<file path="src/rtl/add_sub_sequencer_if.sv">
// Control bus between the add/subtract sequencer and the datapath blocks.
// The slave modport is the sequencer's view. The master modport is the
// datapath's view: it supplies run, opcode and carry, and receives the
// strobes.
interface add_sub_sequencer_if #(
  parameter int OP_W = 4
);
  logic            run;
  logic [OP_W-1:0] ir_opcode;
  logic            c_in;

  logic            pc_oe;
  logic            pc_inc;
  logic            pc_ld;
  logic            mar_ld;
  logic            ram_oe;
  logic            ir_ld;
  logic            ir_oe;
  logic            a_ld;
  logic            a_oe;
  logic            b_ld;
  logic            out_ld;
  logic            alu_sub;
  logic            alu_oe;
  logic            halted;
  logic [2:0]      state;
  logic            cf;

  modport slave (
    input  run, ir_opcode, c_in,
    output pc_oe, pc_inc, pc_ld, mar_ld, ram_oe, ir_ld, ir_oe,
           a_ld, a_oe, b_ld, out_ld, alu_sub, alu_oe, halted, state, cf
  );

  modport master (
    output run, ir_opcode, c_in,
    input  pc_oe, pc_inc, pc_ld, mar_ld, ram_oe, ir_ld, ir_oe,
           a_ld, a_oe, b_ld, out_ld, alu_sub, alu_oe, halted, state, cf
  );
endinterface

</file>
<file path="src/rtl/add_sub_sequencer.sv">
// Fetch/decode/execute sequencer for the 8-bit accumulator computer.
// Each instruction walks a six-T-state ring. HLT parks the machine until
// reset. Defining CARRY_JUMP_EN adds the carry flag and the JMP/JC jumps.
// Without the macro, CF and PC_LD are tied low and 0x6/0x7 decode as NOP.
module add_sub_sequencer #(
  parameter int T_STATES = 6,
  parameter int OP_W     = 4
) (
  input  logic                clk,
  input  logic                rst_n,
  add_sub_sequencer_if.slave  bus
);

  if (T_STATES != 6) begin : gBadTStates
    $error("add_sub_sequencer: T_STATES must be 6");
  end
  if (OP_W != 4) begin : gBadOpW
    $error("add_sub_sequencer: OP_W must be 4");
  end

  typedef enum logic [2:0] {
    IDLE = 3'd0,
    T1   = 3'd1,
    T2   = 3'd2,
    T3   = 3'd3,
    T4   = 3'd4,
    T5   = 3'd5,
    T6   = 3'd6,
    HALT = 3'd7
  } state_e;

  localparam logic [OP_W-1:0] OP_LDA = 4'h0;
  localparam logic [OP_W-1:0] OP_ADD = 4'h1;
  localparam logic [OP_W-1:0] OP_SUB = 4'h2;
  localparam logic [OP_W-1:0] OP_OUT = 4'hE;
  localparam logic [OP_W-1:0] OP_HLT = 4'hF;

  state_e state_q, state_d;
  logic   cfFlag;

`ifdef CARRY_JUMP_EN
  localparam logic [OP_W-1:0] OP_JMP = 4'h6;
  localparam logic [OP_W-1:0] OP_JC  = 4'h7;

  logic cf_q, cf_d;

  // Capture the adder carry at the edge that closes T6 of ADD/SUB; hold otherwise
  always_comb begin
    cf_d = cf_q;
    if (state_q == T6 && (bus.ir_opcode == OP_ADD || bus.ir_opcode == OP_SUB)) begin
      cf_d = bus.c_in;
    end
  end

  // Carry flag register, cleared by reset
  always_ff @(posedge clk or negedge rst_n) begin
    if (!rst_n) begin
      cf_q <= 1'b0;
    end else begin
      cf_q <= cf_d;
    end
  end

  assign cfFlag = cf_q;
`else
  logic unusedCin;
  assign unusedCin = bus.c_in;
  assign cfFlag    = 1'b0;
`endif

  // T-state register; reset abandons any instruction in flight
  always_ff @(posedge clk or negedge rst_n) begin
    if (!rst_n) begin
      state_q <= IDLE;
    end else begin
      state_q <= state_d;
    end
  end

  // Next T-state and the combinational decode of every control strobe
  always_comb begin
    state_d     = state_q;
    bus.pc_oe   = 1'b0;
    bus.pc_inc  = 1'b0;
    bus.pc_ld   = 1'b0;
    bus.mar_ld  = 1'b0;
    bus.ram_oe  = 1'b0;
    bus.ir_ld   = 1'b0;
    bus.ir_oe   = 1'b0;
    bus.a_ld    = 1'b0;
    bus.a_oe    = 1'b0;
    bus.b_ld    = 1'b0;
    bus.out_ld  = 1'b0;
    bus.alu_sub = 1'b0;
    bus.alu_oe  = 1'b0;
    bus.halted  = 1'b0;
    bus.state   = state_q;
    bus.cf      = cfFlag;

    case (state_q)
      IDLE: begin
        if (bus.run) state_d = T1;
      end
      T1: begin
        bus.pc_oe  = 1'b1;
        bus.mar_ld = 1'b1;
        state_d    = T2;
      end
      T2: begin
        bus.pc_inc = 1'b1;
        state_d    = T3;
      end
      T3: begin
        bus.ram_oe = 1'b1;
        bus.ir_ld  = 1'b1;
        state_d    = T4;
      end
      T4: begin
        state_d = (bus.ir_opcode == OP_HLT) ? HALT : T5;
        case (bus.ir_opcode)
          OP_LDA, OP_ADD, OP_SUB: begin
            bus.ir_oe  = 1'b1;
            bus.mar_ld = 1'b1;
          end
          OP_OUT: begin
            bus.a_oe   = 1'b1;
            bus.out_ld = 1'b1;
          end
`ifdef CARRY_JUMP_EN
          OP_JMP: begin
            bus.ir_oe = 1'b1;
            bus.pc_ld = 1'b1;
          end
          OP_JC: begin
            bus.ir_oe = cf_q;
            bus.pc_ld = cf_q;
          end
`endif
          default: ;
        endcase
      end
      T5: begin
        state_d = T6;
        case (bus.ir_opcode)
          OP_LDA: begin
            bus.ram_oe = 1'b1;
            bus.a_ld   = 1'b1;
          end
          OP_ADD: begin
            bus.ram_oe = 1'b1;
            bus.b_ld   = 1'b1;
          end
          OP_SUB: begin
            bus.ram_oe  = 1'b1;
            bus.b_ld    = 1'b1;
            bus.alu_sub = 1'b1;
          end
          default: ;
        endcase
      end
      T6: begin
        state_d = bus.run ? T1 : IDLE;
        case (bus.ir_opcode)
          OP_ADD: begin
            bus.alu_oe = 1'b1;
            bus.a_ld   = 1'b1;
          end
          OP_SUB: begin
            bus.alu_oe  = 1'b1;
            bus.a_ld    = 1'b1;
            bus.alu_sub = 1'b1;
          end
          default: ;
        endcase
      end
      HALT: begin
        bus.halted = 1'b1;
      end
      default: state_d = IDLE;
    endcase
  end

endmodule

</file>
<file path="src/flat_wrapper.sv">
// flat-port wrapper written by rule: the top's interface ports become plain ports
module add_sub_sequencer_flat 
#(
  parameter int T_STATES = 6,
  parameter int OP_W     = 4
)
  (clk, rst_n, bus_run, bus_ir_opcode, bus_c_in, bus_pc_oe, bus_pc_inc, bus_pc_ld, bus_mar_ld, bus_ram_oe, bus_ir_ld, bus_ir_oe, bus_a_ld, bus_a_oe, bus_b_ld, bus_out_ld, bus_alu_sub, bus_alu_oe, bus_halted, bus_state, bus_cf);
  add_sub_sequencer_if #(.OP_W(OP_W)) bus_i ();
  input  logic clk;
  input  logic rst_n;
  input wire logic [$bits(bus_i.run)-1:0] bus_run;
  input wire logic [$bits(bus_i.ir_opcode)-1:0] bus_ir_opcode;
  input wire logic [$bits(bus_i.c_in)-1:0] bus_c_in;
  output wire logic [$bits(bus_i.pc_oe)-1:0] bus_pc_oe;
  output wire logic [$bits(bus_i.pc_inc)-1:0] bus_pc_inc;
  output wire logic [$bits(bus_i.pc_ld)-1:0] bus_pc_ld;
  output wire logic [$bits(bus_i.mar_ld)-1:0] bus_mar_ld;
  output wire logic [$bits(bus_i.ram_oe)-1:0] bus_ram_oe;
  output wire logic [$bits(bus_i.ir_ld)-1:0] bus_ir_ld;
  output wire logic [$bits(bus_i.ir_oe)-1:0] bus_ir_oe;
  output wire logic [$bits(bus_i.a_ld)-1:0] bus_a_ld;
  output wire logic [$bits(bus_i.a_oe)-1:0] bus_a_oe;
  output wire logic [$bits(bus_i.b_ld)-1:0] bus_b_ld;
  output wire logic [$bits(bus_i.out_ld)-1:0] bus_out_ld;
  output wire logic [$bits(bus_i.alu_sub)-1:0] bus_alu_sub;
  output wire logic [$bits(bus_i.alu_oe)-1:0] bus_alu_oe;
  output wire logic [$bits(bus_i.halted)-1:0] bus_halted;
  output wire logic [$bits(bus_i.state)-1:0] bus_state;
  output wire logic [$bits(bus_i.cf)-1:0] bus_cf;
  assign bus_i.run = bus_run;
  assign bus_i.ir_opcode = bus_ir_opcode;
  assign bus_i.c_in = bus_c_in;
  assign bus_pc_oe = bus_i.pc_oe;
  assign bus_pc_inc = bus_i.pc_inc;
  assign bus_pc_ld = bus_i.pc_ld;
  assign bus_mar_ld = bus_i.mar_ld;
  assign bus_ram_oe = bus_i.ram_oe;
  assign bus_ir_ld = bus_i.ir_ld;
  assign bus_ir_oe = bus_i.ir_oe;
  assign bus_a_ld = bus_i.a_ld;
  assign bus_a_oe = bus_i.a_oe;
  assign bus_b_ld = bus_i.b_ld;
  assign bus_out_ld = bus_i.out_ld;
  assign bus_alu_sub = bus_i.alu_sub;
  assign bus_alu_oe = bus_i.alu_oe;
  assign bus_halted = bus_i.halted;
  assign bus_state = bus_i.state;
  assign bus_cf = bus_i.cf;
  add_sub_sequencer #(.T_STATES(T_STATES), .OP_W(OP_W)) u_core (.clk(clk), .rst_n(rst_n), .bus(bus_i));
endmodule
</file>
<file path="config.mk">
export PLATFORM = sky130hd
export DESIGN_NAME = add_sub_sequencer_flat
export DESIGN_NICKNAME = d
export VERILOG_FILES = /design/src/rtl/add_sub_sequencer_if.sv /design/src/rtl/add_sub_sequencer.sv /design/src/flat_wrapper.sv
export SDC_FILE = /design/constraint.sdc
export NUM_CORES = 1
export LEC_CHECK = 0
export ABC_CLOCK_PERIOD_IN_PS = 1200
export BUFFER_PORTS_ARGS = -buffer_cell sky130_fd_sc_hd__buf_2
export CAP_MARGIN = 20
export CORE_AREA = 5 5 42 44
export CTS_BUF_LIST = sky130_fd_sc_hd__clkbuf_16
export DETAILED_ROUTE_END_ITERATION = 10
export DIE_AREA = 0 0 47 49
export PLACE_DENSITY = 0.55
export SYNTH_ARGS = -nofsm -noshare
export SYNTH_HDL_FRONTEND = slang
export SYNTH_SLANG_ARGS = --single-unit
</file>
<file path="constraint.sdc">
create_clock -name clk -period 1.2 [get_ports clk]
set_input_delay 0.06 -clock clk [delete_from_list [all_inputs] [get_ports clk]]
set_output_delay 0.06 -clock clk [all_outputs]
set_load 0.005 [all_outputs]
</file>
==> results.md <==
- The worst path arrival time is ~1.5 ns.
- Of all nets on the critical path, the largest fanout is 4.
- The detail route stage leaves a number of antenna-violating nets equal to 0.
- Setup repair after global routing could not meet its margin everywhere.
- The area enclosed by the die boundary is ~2300 µm².
- The number of remaining DRC errors is 0.
- The number of slew-limit violations in the final report is 0.
- The number of antenna violations at the first check in global routing came to 0.
- Clock-pin slew was measured on the worst setup and hold paths at approximately 0.03 ns.
- The via count of the first global-routing pass is approximately 380.
- The critical path crosses 4 cells after its start point.
- The synthesized design spends more area on one cell type than any other, namely sky130_fd_sc_hd__dfrtp_1.
- The post-detailed-route via-to-cell ratio is between 4 and 5.
- Of the available clock period, the critical path in the final layout requires 127%.
- Counting both buffers and inverters, the worst setup path holds a total of 1.
- Counting every sink on the clock net gives 3.
- Synthesis instantiated 26 different standard cells from the library.
- The post-detailed-placement cell area is ~500 µm².
- The final design utilization is a little under half.
- The number of placed instances with taps included is around 90.
- The count of pins on the block boundary is 26.
- After synthesis the netlist holds a flip-flop and latch count of 3.
- The worst register-to-register path has a setup slack of -0.20 ns.
- In this run the cell area of the synthesized design comes to about 330 µm².
- The clock reaches the later pin of the worst-skew pair after approximately 0.23 ns.
- The layer flagged by global routing as most heavily used is met1.
- In the final routed layout, each cell accounts on average for around 12 µm.
- The largest incremental delay on the critical path is 0.41 ns.
- Setup slack on the critical path of the routed design comes to -0.323 ns.
- Power comes to 1.75 mW.
- The tightest min-delay check is of the in -> reg type.
- The CTS buffer count is 3.
- The maximum clock insertion buffer count is 2.
- The maximum ir drop on the vdd rail is 1420 µV.
- 0 antenna diodes ended up in the layout.
- The kind of start point of the critical path is a flop.
- The standby leakage power is between 0.3 and 0.4 nW.
- After floorplanning, the core was divided into 14 placement rows.
- The global-route wire length before repair is between 1500 and 2000 µm.
- The worst hold path terminates at u_core.bus.state[0].
- Walking the worst path, the cells encountered are or3b_4 > or2_1 > a21oi_2 > buf_2.
- The count of maximum capacitance violations is 0.
- For the final database, setup skew stands at approximately 0.0035 ns.
- The launch instance of the worst register-to-register path is u_core.bus.state[2].
- The run finished, with violations left.
- The setup-violating endpoint count in the final report is 12.
- In this run the critical register-to-register path is captured at u_core.bus.state[1].
- The checks that failed: negative setup slack.
- The DRC violation total after the first TritonRoute iteration is 10.
- The power per standard cell area is between 2000 and 3000 nW/µm².
- The highest-delay cell along the critical path is sky130_fd_sc_hd__or3b_4.
- The mean post-synth cell area is approximately 7.4 µm².
- The count of buffers from port buffering is 22.
- For this block, the routed nets add up to approximately 1100 µm of wire.
- The number of cells in the finished layout apart from fillers is 97.
- STA classifies the critical path endpoint as an output pin.
- Prior to clock tree synthesis, the placed netlist has a worst setup slack of -0.0773 ns.
- The layout has ~140 filler cells.
- By area the synthesized netlist is led by sky130_fd_sc_hd__dfrtp_1, sky130_fd_sc_hd__nand2b_1, sky130_fd_sc_hd__buf_4.
- The tree is rooted in a sky130_fd_sc_hd__clkbuf_16.
- The achievable frequency is 657 MHz.
- The number of levels in the clock H-tree is 1.
- The type of the worst setup path is reg -> out.
- The register with the most flip-flops in the layout has 3 of them.
- The warning count from the yosys run is 0.
- The effective utilization at floorplan is 23.7%.
- The final hold violation count is 0.
- The sequential area share after synthesis is between 20% and 30%.
- The detailed-routing iteration count for the pre-antenna-repair pass is 4.
- The data required time at the worst endpoint is about 1.1 ns.
- The clock tree from TritonCTS is yes.
- The met3 layer usage reported by global route is 5.17%.
- The area growth from synthesis to layout is 103%.
- The overall via count from detail_route is ~430.
- The gate count of the mapped netlist is 45.
- The worst hold path begins at bus_run.
- The overflow left after global routing is 0.
- The congestion estimate from routability-driven global placement came to between 0.7 and 0.8.
- The vertical die dimension is 49 µm.
- The dominant delay contributor by cell family on the critical path is simple AND/OR/NAND/NOR gates.
- The global-route usage over all layers is between 10% and 20%.
- The cell count of the worst reg-to-reg path is 7.
- Entering global routing, the biggest net connects 8 pins.
- In the final layout, the share of cells above drive strength 1 is between 50% and 60%.
- The net count of the finished layout is 90.
- The die extent in x is 47 µm.
- Counting I/O delays and the setup requirement, the final critical path takes about 1.5 ns.
- The met2 capacity usage during global routing is 12.4%.
- After floorplanning, the core was sized to cover around 1400 µm².
- The HPWL after detailed placement is 808 µm.
- Of the post-synthesis cell area, the dominant cell type holds 22.6%.
- The hold-critical path depth is 3.
- After routing the design area is between 600 and 700 µm².
- The global-route track usage on met1 is 14.1%.
kinds of logic (layout without fill, tap and decap cells):
kind of cell | Yosys count | count (layout) | share of synthesized area [%]
and+or+nand+nor | 27 | 27 | 46.8
AOI/OAI and AO/OA | 8 | 8 | 16.2
buffers and inverters | 4 | 39 | 7.92
DFF | 3 | 3 | 22.6
xor gates and xnor gates | 2 | 2 | 5.28
other | 1 | 2 | 1.13
per-stage QoR:
step	TNS (ns)	hold WS (ns)
CTS	-2.10	0.119
global placement	-0.119	-0.143
detailed placement	-0.149	-0.141
floorplan	-0.104	-0.236
global route	-3.18	0.144
finish	-2.31	0.124
timing repair:
item,4_1_cts,5_1_grt
resized for setup,2,9
pin swaps,0,1
buffers inserted,1,3
setup endpoints to repair,9,13
hold buffers,1,0
endpoints found under the hold margin,3,0
report_power, final:
| group | leakage (nW) | switching (mW) | internal, mW |
|---|---|---|---|
| sequential | 0.0355 | 0.0579 | 0.157 |
| combinational | 0.267 | 0.457 | 0.554 |
| clock | 0.0423 | 0.0971 | 0.430 |
| total | 0.344 | 0.612 | 1.14 |
Yosys cell counts:
master	instances
sky130_fd_sc_hd__nor4_1	2
sky130_fd_sc_hd__and2b_1	1
sky130_fd_sc_hd__or2_1	1
sky130_fd_sc_hd__conb_1	1
sky130_fd_sc_hd__o21ai_0	2
sky130_fd_sc_hd__nand3_1	1
sky130_fd_sc_hd__a21oi_2	1
sky130_fd_sc_hd__or3_1	1
sky130_fd_sc_hd__xor2_1	1
sky130_fd_sc_hd__or2b_1	2
sky130_fd_sc_hd__and3_1	1
sky130_fd_sc_hd__nor2b_1	1
sky130_fd_sc_hd__nor2_1	5
sky130_fd_sc_hd__nand2b_1	5
sky130_fd_sc_hd__a211oi_1	2
sky130_fd_sc_hd__nor3b_1	1
sky130_fd_sc_hd__or3b_4	1
sky130_fd_sc_hd__buf_4	3
sky130_fd_sc_hd__a21o_1	1
sky130_fd_sc_hd__o21a_1	1
sky130_fd_sc_hd__nand4_1	1
sky130_fd_sc_hd__clkbuf_1	1
sky130_fd_sc_hd__nand2_1	4
sky130_fd_sc_hd__xnor2_1	1
sky130_fd_sc_hd__a21oi_1	1
sky130_fd_sc_hd__dfrtp_1	3
area by class of cell:
type | count | area [µm²] | area share (%)
Tap cell | 16 | 20.0 | 2.98
Multi-Input combinational cell | 39 | 280 | 41.7
Clock inverter | 1 | 3.75 | 0.559
Timing Repair Buffer | 35 | 218 | 32.4
Clock buffer | 3 | 75.1 | 11.2
Sequential cell | 3 | 75.1 | 11.2
per-layer routing:
layer  wire length (µm)  share of wire (%)
met2                429                 38
met3                122                 11
met5                  0                  0
met4                 48                4.2
met1                532                 47
placed cells by master, fill, tap and decap left out, types with 2 or more instances in the layout:
| master | instances |
|---|---|
| sky130_fd_sc_hd__or2b_1 | 2 |
| sky130_fd_sc_hd__conb_1 | 2 |
| sky130_fd_sc_hd__nand2b_1 | 4 |
| sky130_fd_sc_hd__buf_6 | 2 |
| sky130_fd_sc_hd__buf_2 | 22 |
| sky130_fd_sc_hd__clkbuf_16 | 3 |
| sky130_fd_sc_hd__dfrtp_1 | 3 |
| sky130_fd_sc_hd__nor2_1 | 4 |
| sky130_fd_sc_hd__a21oi_2 | 2 |
| sky130_fd_sc_hd__buf_4 | 10 |
| sky130_fd_sc_hd__nand2_1 | 3 |
worst register-to-register path, stage by stage, from the launching register on:
cell and delay [ns]:
sky130_fd_sc_hd__dfrtp_1 0.39, sky130_fd_sc_hd__buf_4 0.14, sky130_fd_sc_hd__buf_6 0.10, sky130_fd_sc_hd__buf_6 0.12
sky130_fd_sc_hd__and2b_1 0.21, sky130_fd_sc_hd__buf_4 0.12, sky130_fd_sc_hd__xnor2_1 0.10, sky130_fd_sc_hd__o21ai_1 0.09
how the worst max path moves through the flow:
stage	start	end
global route	u_core.bus.state[2]	bus_mar_ld
floorplan	u_core.bus.state[2]	bus_ram_oe
global placement	u_core.bus.state[2]	bus_mar_ld
CTS	u_core.bus.state[2]	bus_ram_oe
finish	u_core.bus.state[2]	bus_mar_ld
detailed placement	u_core.bus.state[2]	bus_ram_oe
(Power assumes the default switching activity.)
